`src/rtl/shift_serializer.sv`:
```
// shift_serializer: splits IN_W-bit words into OUT_W-bit slices.
// Storage is a shift register (SR) feeding the output, plus one holding
// register (HR) that keeps slice output contiguous across word boundaries.
// All status outputs are decoded from registered state only.
// Optional feature macro: SHIFT_SERIALIZER_LAST_EN adds out_last, which
// flags the final slice of each word.
module shift_serializer #(
    parameter int IN_W      = 16,
    parameter int OUT_W     = 8,
    parameter int MSB_FIRST = 1
) (
    input  logic             clk,
    input  logic             reset,
    input  logic [IN_W-1:0]  in,
    input  logic             wr,
    output logic             full,
    output logic [OUT_W-1:0] out,
    output logic             out_valid,
    input  logic             rd,
    output logic             empty,
    output logic             ovf
`ifdef SHIFT_SERIALIZER_LAST_EN
    ,
    output logic             out_last
`endif
);

    localparam int RATIO = IN_W / OUT_W;
    localparam int CNT_W = (RATIO > 1) ? $clog2(RATIO) : 1;
    localparam logic [CNT_W-1:0] CNT_LAST = CNT_W'(RATIO - 1);

    logic [IN_W-1:0]  sr_q, sr_d;
    logic [IN_W-1:0]  hr_q, hr_d;
    logic [CNT_W-1:0] cnt_q, cnt_d;
    logic             sr_vld_q, sr_vld_d;
    logic             hr_vld_q, hr_vld_d;
    logic             ovf_q, ovf_d;

    logic consume;
    logic final_consume;
    logic accept;
    logic load_sr;

    // Next-state: consume/shift, HR-to-SR refill, write steering, overflow.
    always_comb begin
        sr_d     = sr_q;
        hr_d     = hr_q;
        cnt_d    = cnt_q;
        sr_vld_d = sr_vld_q;
        hr_vld_d = hr_vld_q;
        ovf_d    = ovf_q;

        consume       = rd & sr_vld_q;
        final_consume = consume & (cnt_q == CNT_LAST);
        accept        = wr & ~hr_vld_q;
        // A new word may bypass HR when SR is idle or is emptying this edge
        // with nothing waiting behind it.
        load_sr       = ~sr_vld_q | (final_consume & ~hr_vld_q);

        if (consume) begin
            if (MSB_FIRST != 0) begin
                sr_d = sr_q << OUT_W;
            end else begin
                sr_d = sr_q >> OUT_W;
            end
            if (final_consume) begin
                cnt_d    = '0;
                sr_vld_d = 1'b0;
            end else begin
                cnt_d = cnt_q + CNT_W'(1);
            end
        end

        // Refill from HR on the final slice so the next word follows
        // without a bubble. accept is blocked while HR is valid, so this
        // never collides with a write.
        if (final_consume && hr_vld_q) begin
            sr_d     = hr_q;
            sr_vld_d = 1'b1;
            cnt_d    = '0;
            hr_vld_d = 1'b0;
        end

        if (accept) begin
            if (load_sr) begin
                sr_d     = in;
                sr_vld_d = 1'b1;
                cnt_d    = '0;
            end else begin
                hr_d     = in;
                hr_vld_d = 1'b1;
            end
        end

        // Write while full: the word is dropped and the flag sticks.
        if (wr && hr_vld_q) begin
            ovf_d = 1'b1;
        end
    end

    // State registers with synchronous reset taking priority over wr/rd.
    always_ff @(posedge clk) begin
        if (reset) begin
            sr_q     <= '0;
            hr_q     <= '0;
            cnt_q    <= '0;
            sr_vld_q <= 1'b0;
            hr_vld_q <= 1'b0;
            ovf_q    <= 1'b0;
        end else begin
            sr_q     <= sr_d;
            hr_q     <= hr_d;
            cnt_q    <= cnt_d;
            sr_vld_q <= sr_vld_d;
            hr_vld_q <= hr_vld_d;
            ovf_q    <= ovf_d;
        end
    end

    // The output slice always sits at the end of SR nearest the shift exit.
    generate
        if (MSB_FIRST != 0) begin : g_msb
            assign out = sr_q[IN_W-1 -: OUT_W];
        end else begin : g_lsb
            assign out = sr_q[OUT_W-1:0];
        end
    endgenerate

    assign out_valid = sr_vld_q;
    assign full      = hr_vld_q;
    assign empty     = ~(sr_vld_q | hr_vld_q);
    assign ovf       = ovf_q;

`ifdef SHIFT_SERIALIZER_LAST_EN
    assign out_last = sr_vld_q & (cnt_q == CNT_LAST);
`endif

endmodule

```
`config.mk`:
```
export PLATFORM = sky130hd
export DESIGN_NAME = shift_serializer
export DESIGN_NICKNAME = d
export VERILOG_FILES = /design/src/rtl/shift_serializer.sv
export SDC_FILE = /design/constraint.sdc
export NUM_CORES = 1
export LEC_CHECK = 0
export BUFFER_PORTS_ARGS = -buffer_cell sky130_fd_sc_hd__buf_2
export CAP_MARGIN = 15
export CORE_ASPECT_RATIO = 0.9
export CORE_MARGIN = 3
export CORE_UTILIZATION = 40
export CTS_CLUSTER_SIZE = 24
export DETAILED_ROUTE_END_ITERATION = 10
export SYNTH_ARGS = -nofsm -noshare
export SYNTH_HDL_FRONTEND = slang
export SYNTH_SLANG_ARGS = --single-unit
```
`constraint.sdc`:
```
create_clock -name clk -period 1.8 [get_ports clk]
set_input_delay 0.18 -clock clk [delete_from_list [all_inputs] [get_ports clk]]
set_output_delay 0.18 -clock clk [all_outputs]
set_load 0.05 [all_outputs]
```
# Word-level counts from Yosys, hierarchy flattened
# Index checks and enable logic that the tools add are counted.
[totals] regBits=36 latchBits=0 ram_bits=0 rom_bits=0 out_inout_bits=12 word_cells=37 memories=0
[op_classes] addsub=1 n_mul=0 n_div=0 magnitude_cmp=0 eq_ne=0 n_shift=0 n_mux=17 bitwise_logic=10 reduce_logical=3
[ops] operator="16-bit 2-to-1 mux" n=4
[ops] operator="1-bit 2-to-1 mux" n=13
[ops] operator="1-bit AND" n=4
[ops] operator="1-bit NOT" n=4
[ops] operator="1-bit logical AND" n=2
[ops] operator="1-bit bitwise OR" n=2
[ops] operator="2-bit AND reduction" n=1
[ops] operator="1-bit adder, second input constant" n=1

# Longest topological paths before layout
# Gate-level depths: netlist of the first run.
[depth] depth_word=7 mapped_depth=9 depth_no_buf=6

# Least setup slack after synthesis of the first run
# Ideal clock, no wire load.
[synth_path] kind="register to register" from="reg sr_vld_q (netlist: out_valid)" to="reg sr_q[7]" arrival_ps=2223 slack_ps=-508 path_stages_with_launch=10 path_buffers=3 period_less_slack_ps=2308 path_cell_list="dfxtp_1 -> buf_2 -> nand2_1 -> inv_1 -> ha_1 -> and2_4 -> buf_6 -> buf_6 -> a22oi_1 -> a211oi_1"
[synth_via] elab_chain_cells=6
[synth_rtl] item="start, declared" line="35" text="logic sr_vld_q, sr_vld_d;"
[synth_rtl] item="start signal, assigned" line="114" text="sr_vld_q <= sr_vld_d;"
[synth_rtl] item="1-bit AND" line="53" text="consume = rd & sr_vld_q;"
[synth_rtl] item="1-bit AND" line="54" text="final_consume = consume & (cnt_q == CNT_LAST);"
[synth_rtl] item="1-bit AND / 1-bit logical AND (equally long branches)" line="58, 77"
[synth_rtl] item="1-bit bitwise OR / 16-bit 2-to-1 mux (equally long branches)" line="58, 77"
[synth_rtl] item="16-bit 2-to-1 mux" line="85" text="if (load_sr) begin"
[synth_rtl] item="16-bit 2-to-1 mux (*)" line="84" text="if (accept) begin"
[synth_rtl] item="end signal, assigned" line="111" text="sr_q <= sr_d;"
[synth_rtl] item="end, declared" line="32" text="logic [IN_W-1:0] sr_q, sr_d;"
# Every way passes the cells marked *; elsewhere a longest branch is shown, timed or not.
# A chain may end at the register's enable or synchronous reset.

# Worst setup path after layout of the first run
[layout_path] from="reg sr_vld_q (netlist: out_valid)" to="reg sr_q[13]"
# The elaborated chain is that of the path after synthesis.

==> impl_metrics.csv, run 1 <==
group,metric,value,unit
cts,cts.clk_slew.worst_paths,0.07,ns
timing,setup_tns,0,ns
layout,regArea,724,um2
cts,cts-resized-gates,0,
cts,cts_htree_levels,2,
routing,postRouteAntennaNets,0,
worst_setup_path,cpPeakStageDelay,0.42,ns
layout,multiInputGateArea,871,um2
layout,syn_to_final_growth,12.1,%
worst_setup_path,path_class,"flop to flop",
global_routing,grt_use_total,16.2,%
cts,holdBufCountCts,0,
timing,min_period_over_period,95.0,%
synth,avgSynthCellArea,9.22,um2
synth,synth_commonest_cells,"dfxtp_1 (36), nand2_1 (34), a21oi_1 (18)",
routing,vias_per_cell,5.24,
routing,routed_wirelength,3790,um
worst_setup_path,cp_data_required_time,2.01,ns
floorplan,die_y,68.3,um
routing,drc_errors,0,
global_routing,grt_pass1_wl,6120,um
timing,rsz0062_at_grt,"yes",
cts,clock_sinks,36,
floorplan,io_pins,32,
cts,ctsRootBufferMaster,"clkbuf_8",
worst_setup_path,crit_family,"compound AO/OA/AOI/OAI gates",
layout,final_util,47.1,%
timing,hold_violations,0,
cts,cts_tree,"yes",
outcome,outcome,"finished, final reports clean",
timing,worst_pin_slew,0.548,ns
timing,fin_skew,0.00645,ns
cts,cts_buffers,5,
layout,instances_no_fill,252,
synth,synth_area_leaders,"dfxtp_1 (42%), nand2_1 (7.4%), o221ai_2 (7.0%)",
global_routing,grt_overflow,0,
synth,synthCells,187,
worst_setup_path,cp_max_fo,10,
synth,synth-seq-cells,36,
place,io_buffers,31,
synth,synth-edff-count,0,
timing,finalSetupViolCount,0,
floorplan,initial_core_util,42.0,%
layout,antenna_cells,0,
routing,drtIter0Drc,84,
layout,fillerInstances,397,
flow_run,drv_cap,0,
synth,synth_area_leader_cell,"dfxtp_1",
worst_setup_path,crit_path_start_kind,"flop",
routing,routedWlPerCell,15.0,um
hold_path,hold_end,"hr_q[8]",
worst_setup_path,worstSetupStartpoint,"out_valid",
cts,clkLatencyLatePin,0.29,ns
synth,ys.flop_type,"dfxtp_1",
timing,slew_viol_final,0,
synth,synth_top_area_share,41.8,%
power,p_leak,0.773,nW
cts,clk_path_buf_depth,2,
synth,netlist_area,1720,um2
synth,synth_nets,208,
worst_setup_path,cp-end-kind,"flop",
cts,post_cts_buffers,0,
floorplan,die_w,75.2,um
worst_setup_path,regToRegSetupSlack,0.09,ns
place,place_inst,245,
layout,layout.nets,225,
worst_setup_path,critPathArrivalTime,1.92,ns
worst_setup_path,crit_chain,"nand2_8 -> inv_1 -> ha_2 -> nand2b_1 -> a211o_4 -> o221ai_2",
synth,synthArstFlopShare,0,%
worst_setup_path,rr_worst_depth,6,
floorplan,die_area,5140,um2
power,finalPower,1.87,mW
synth,synth.distinct_cells,28,
global_routing,grt_pass1_vias,1207,
power,power_density,969,nW/um2
synth,synth.most_common_cell,"dfxtp_1",
layout,drive_above_1_share,27.9,%
timing,finalCriticalPeriod,1.71,ns
place,post-dp-hpwl,2660,um
floorplan,core_area,4100,um2
global_routing,grt_max_degree,37,
routing,firstDrtPassIters,4,
synth,synth-seq-area-share,41.8,%
timing,relSlewSlack,63.5,%
hold_path,min_from,"in[8]",
worst_setup_path,crit_buf_inv,1,
floorplan,placementRows,22,
routing,vias,1321,
power,ir_drop,0.375,mV
worst_setup_path,slowest_stage,"a211o_4",
global_routing,antenna_found_initial,0,
worst_setup_path,reg2reg_to,"sr_q[13]",
timing,max_clock_freq,585,MHz
hold_path,hp-class,"input port to flop",
hold_path,hold_depth,3,
place,place_congestion,0.760,
synth,synth_warnings,0,
worst_setup_path,r2r_start,"out_valid",
==> registers in the layout, indices dropped and copies added, names as in the netlist <==
register	count
hr_q	16
out_valid	1
sr_q	16
cnt_q	1
full	1
ovf	1
==> power by group <==
| part | leakage [nW] | switching [mW] | internal, mW |
|---|---|---|---|
| clock | 0.0503 | 0.278 | 0.341 |
| sequential | 0.295 | 0.0468 | 0.855 |
| combinational | 0.427 | 0.231 | 0.122 |
==> worst max path at each step <==
| stage | cells after the start | endpoint | slack, ns |
|---|---|---|---|
| floorplan | 8 | sr_q[10] | 0.02 |
| global placement | 6 | sr_q[9] | 0.16 |
| detailed placement | 6 | cnt_q | 0.11 |
| CTS | 6 | sr_q[7] | 0.09 |
| global route | 6 | sr_q[13] | -0.006 |
| finish | 6 | sr_q[13] | 0.09 |
==> placed cells by master (no fill, tap or decap), types with 2 or more instances in the layout <==
| cell | count |
|---|---|
| a211oi_1 | 9 |
| nand2_1 | 33 |
| clkbuf_8 | 7 |
| a21oi_1 | 18 |
| and2b_1 | 2 |
| buf_2 | 31 |
| nand3b_1 | 8 |
| nor2_1 | 3 |
| buf_4 | 3 |
| mux2i_1 | 8 |
| nand2b_1 | 10 |
| o221ai_2 | 8 |
| dfxtp_1 | 35 |
| a22oi_1 | 8 |
| nor3_1 | 9 |
==> area by class of cell <==
cell class	instances	area share [%]
Tap cell	48	3.11
Timing Repair Buffer	34	9.19
Sequential cell	36	37.5
Multi-Input combinational cell	126	45.0
Inverter	1	0.194
Clock buffer	7	4.98
==> logic make-up after synthesis <==
group | Yosys count | share of synthesized area, %
multiplexers | 8 | 4.64
AND/OR/NAND/NOR | 72 | 21.9
adder cells (fa/ha/maj) | 1 | 0.726
AO/OA/AOI/OAI | 45 | 21.8
flip-flops | 36 | 41.8
buffers and inverters | 25 | 9.07
==> routing by layer <==
layer | routed length [um] | up-vias | global-route usage [%] | part of all wire [%]
li1 | - | 684 | - | -
met1 | 1910 | 604 | 23.5 | 50
met2 | 1660 | 27 | 21.7 | 44
met3 | 161 | 6 | 5.43 | 4.2
met4 | 56 | 0 | 5.90 | 1.5
met5 | 0 | - | 0 | 0
==> worst register-to-register path: stages, from the launching register on <==
cell and delay, ns:
dfxtp_4 0.40, nand2_8 0.13, inv_1 0.06, ha_2 0.22, nand2b_1 0.22, a211o_4 0.42, o221ai_2 0.20
==> per-stage QoR <==
step | hold WS [ns] | setup WS [ns] | area (um2)
6_report | 0.133 | 0.0897 | 1930
5_1_grt | 0.127 | -0.00594 | 1930
4_1_cts | 0.126 | 0.0855 | 1930
3_5_place_dp | 0.441 | 0.110 | 1830
3_3_place_gp | 0.432 | 0.163 | 1830
2_1_floorplan | 0.316 | 0.0217 | 1750
Power figures use the tool's default switching activity.
==> run 2: changes to the inputs <==
--- a/config.mk
+++ b/config.mk
@@ -12,6 +12,7 @@
 export CORE_UTILIZATION = 40
 export CTS_CLUSTER_SIZE = 24
 export DETAILED_ROUTE_END_ITERATION = 10
+export PLACE_DENSITY = 0.7
 export SYNTH_ARGS = -nofsm -noshare
 export SYNTH_HDL_FRONTEND = slang
 export SYNTH_SLANG_ARGS = --single-unit
==> impl_metrics.csv, run 2 (same netlist as run 1, synthesis figures left out) <==
group,metric,value,unit
outcome,outcome,"finished, final reports clean",
hold_path,hp-class,"input port to flop",
global_routing,grt_pass1_wl,5960,um
layout,antenna_cells,0,
worst_setup_path,reg2reg_to,"sr_q[13]",
timing,max_clock_freq,583,MHz
routing,drtIter0Drc,87,
cts,ctsRootBufferMaster,"clkbuf_8",
timing,rsz0062_at_grt,"no",
floorplan,die_w,75.2,um
timing,relSlewSlack,65.7,%
flow_run,drv_cap,0,
routing,postRouteAntennaNets,0,
power,power_density,981,nW/um2
worst_setup_path,crit_chain,"nand2_8 -> inv_1 -> ha_2 -> nand2b_1 -> a211o_4 -> o221ai_2",
floorplan,die_area,5140,um2
floorplan,core_area,4100,um2
worst_setup_path,crit_path_start_kind,"flop",
global_routing,grt_pass1_vias,1266,
worst_setup_path,critPathArrivalTime,1.93,ns
cts,post_cts_buffers,0,
timing,fin_ws,0.0859,ns
place,io_buffers,31,
cts,clk_path_buf_depth,2,
global_routing,grt_overflow,0,
global_routing,antenna_found_initial,0,
timing,finalSetupViolCount,0,
routing,vias,1342,
layout,syn_to_final_growth,12.9,%
routing,vias_per_cell,5.30,
worst_setup_path,rr_worst_depth,6,
cts,cts.clk_slew.worst_paths,0.07,ns
layout,layout.nets,225,
global_routing,grt_max_degree,34,
cts,clock_sinks,36,
worst_setup_path,slowest_stage,"a211o_4",
place,placed_cell_area,1830,um2
worst_setup_path,worstSetupStartpoint,"out_valid",
cts,cts_buffers,5,
floorplan,io_pins,32,
routing,firstDrtPassIters,4,
worst_setup_path,cp_data_required_time,2.01,ns
worst_setup_path,r2r_start,"out_valid",
layout,final_util,47.5,%
power,finalPower,1.91,mW
timing,setup_tns,0,ns
timing,finalCriticalPeriod,1.71,ns
place,dpl_worst_slack,0.118,ns
worst_setup_path,crit_path_end,"sr_q[13]",
worst_setup_path,cpPeakStageDelay,0.42,ns
cts,cts_htree_levels,2,
cts,cts_tree,"yes",
timing,slew_viol_final,0,
layout,final_common_cell,"dfxtp_1",
place,place_congestion,0.769,
worst_setup_path,regToRegSetupSlack,0.09,ns
power,ir_drop,0.457,mV
timing,worst_pin_slew,0.514,ns
timing,fin_skew,0.00794,ns
routing,routedWlPerCell,14.5,um
power,p_leak,0.775,nW
layout,drive_above_1_share,28.3,%
cts,clkLatencyLatePin,0.29,ns
place,place_inst,245,
floorplan,placementRows,22,
global_routing,grt_use_total,15.6,%
worst_setup_path,cp-end-kind,"flop",
floorplan,initial_core_util,42.0,%
layout,final_area,1950,um2
routing,routed_wirelength,3660,um
floorplan,die_y,68.3,um
routing,drc_errors,0,
timing,hold_violations,0,
layout,layout_common_cells,"dfxtp_1 (35), nand2_1 (33), buf_2 (31)",
place,post-dp-hpwl,2550,um
worst_setup_path,cp_max_fo,10,
timing,hold_ws,0.129,ns
layout,instances_no_fill,253,
timing,min_period_over_period,95.2,%
layout,top_regs,"hr_q: 16 flops, sr_q: 16 flops",
worst_setup_path,path_class,"flop to flop",
[run 2: worst max-delay path, delay by kind of cell (launching register included)]
family	cells	cell delay (ns)
AND/OR/NAND/NOR	2	0.34
flip-flops	1	0.40
AO/OA/AOI/OAI	2	0.61
adder cells (fa/ha/maj)	1	0.22
buffers and inverters	1	0.06
[run 2: where the power goes]
part	leakage [nW]	switching [mW]	total (mW)	internal, mW
clock	0.0523	0.302	0.655	0.354
sequential	0.295	0.0468	0.902	0.855
combinational	0.428	0.229	0.353	0.123
[run 2: routing by layer]
| layer | global-route usage (%) | vias up | routed length [um] |
|---|---|---|---|
| met3 | 5.87 | 5 | 180 |
| li1 | - | 684 | - |
| met5 | 0 | - | 0 |
| met4 | 5.24 | 0 | 49 |
| met2 | 23.9 | 27 | 1630 |
| met1 | 20.0 | 626 | 1810 |
[run 2: worst min path at each step]
| stage | start | to | slack, ns | cells past startpoint |
|---|---|---|---|---|
| 2_1_floorplan | in[0] | hr_q[0] | 0.32 | 2 |
| 3_3_place_gp | in[13] | hr_q[13] | 0.43 | 3 |
| 3_5_place_dp | in[9] | hr_q[9] | 0.44 | 3 |
| 4_1_cts | in[4] | hr_q[4] | 0.12 | 3 |
| 5_1_grt | in[4] | hr_q[4] | 0.13 | 3 |
| 6_report | in[9] | hr_q[9] | 0.13 | 3 |
[run 2: final cells by class]
type                    count  area (um2)
repair buffers             34         178
inverters                   1        3.75
flip-flops and latches     36         724
well taps                  48        60.1
multi-input cells         126         875
clock inverters             2        12.5
clock buffers               6        93.8
fillers                   403        2150
[run 2: timing repair]
item,in CTS,in global routing
endpoints found under the hold margin,0,0
setup endpoints to repair,0,6
resized for setup,0,2
hold buffers,0,0
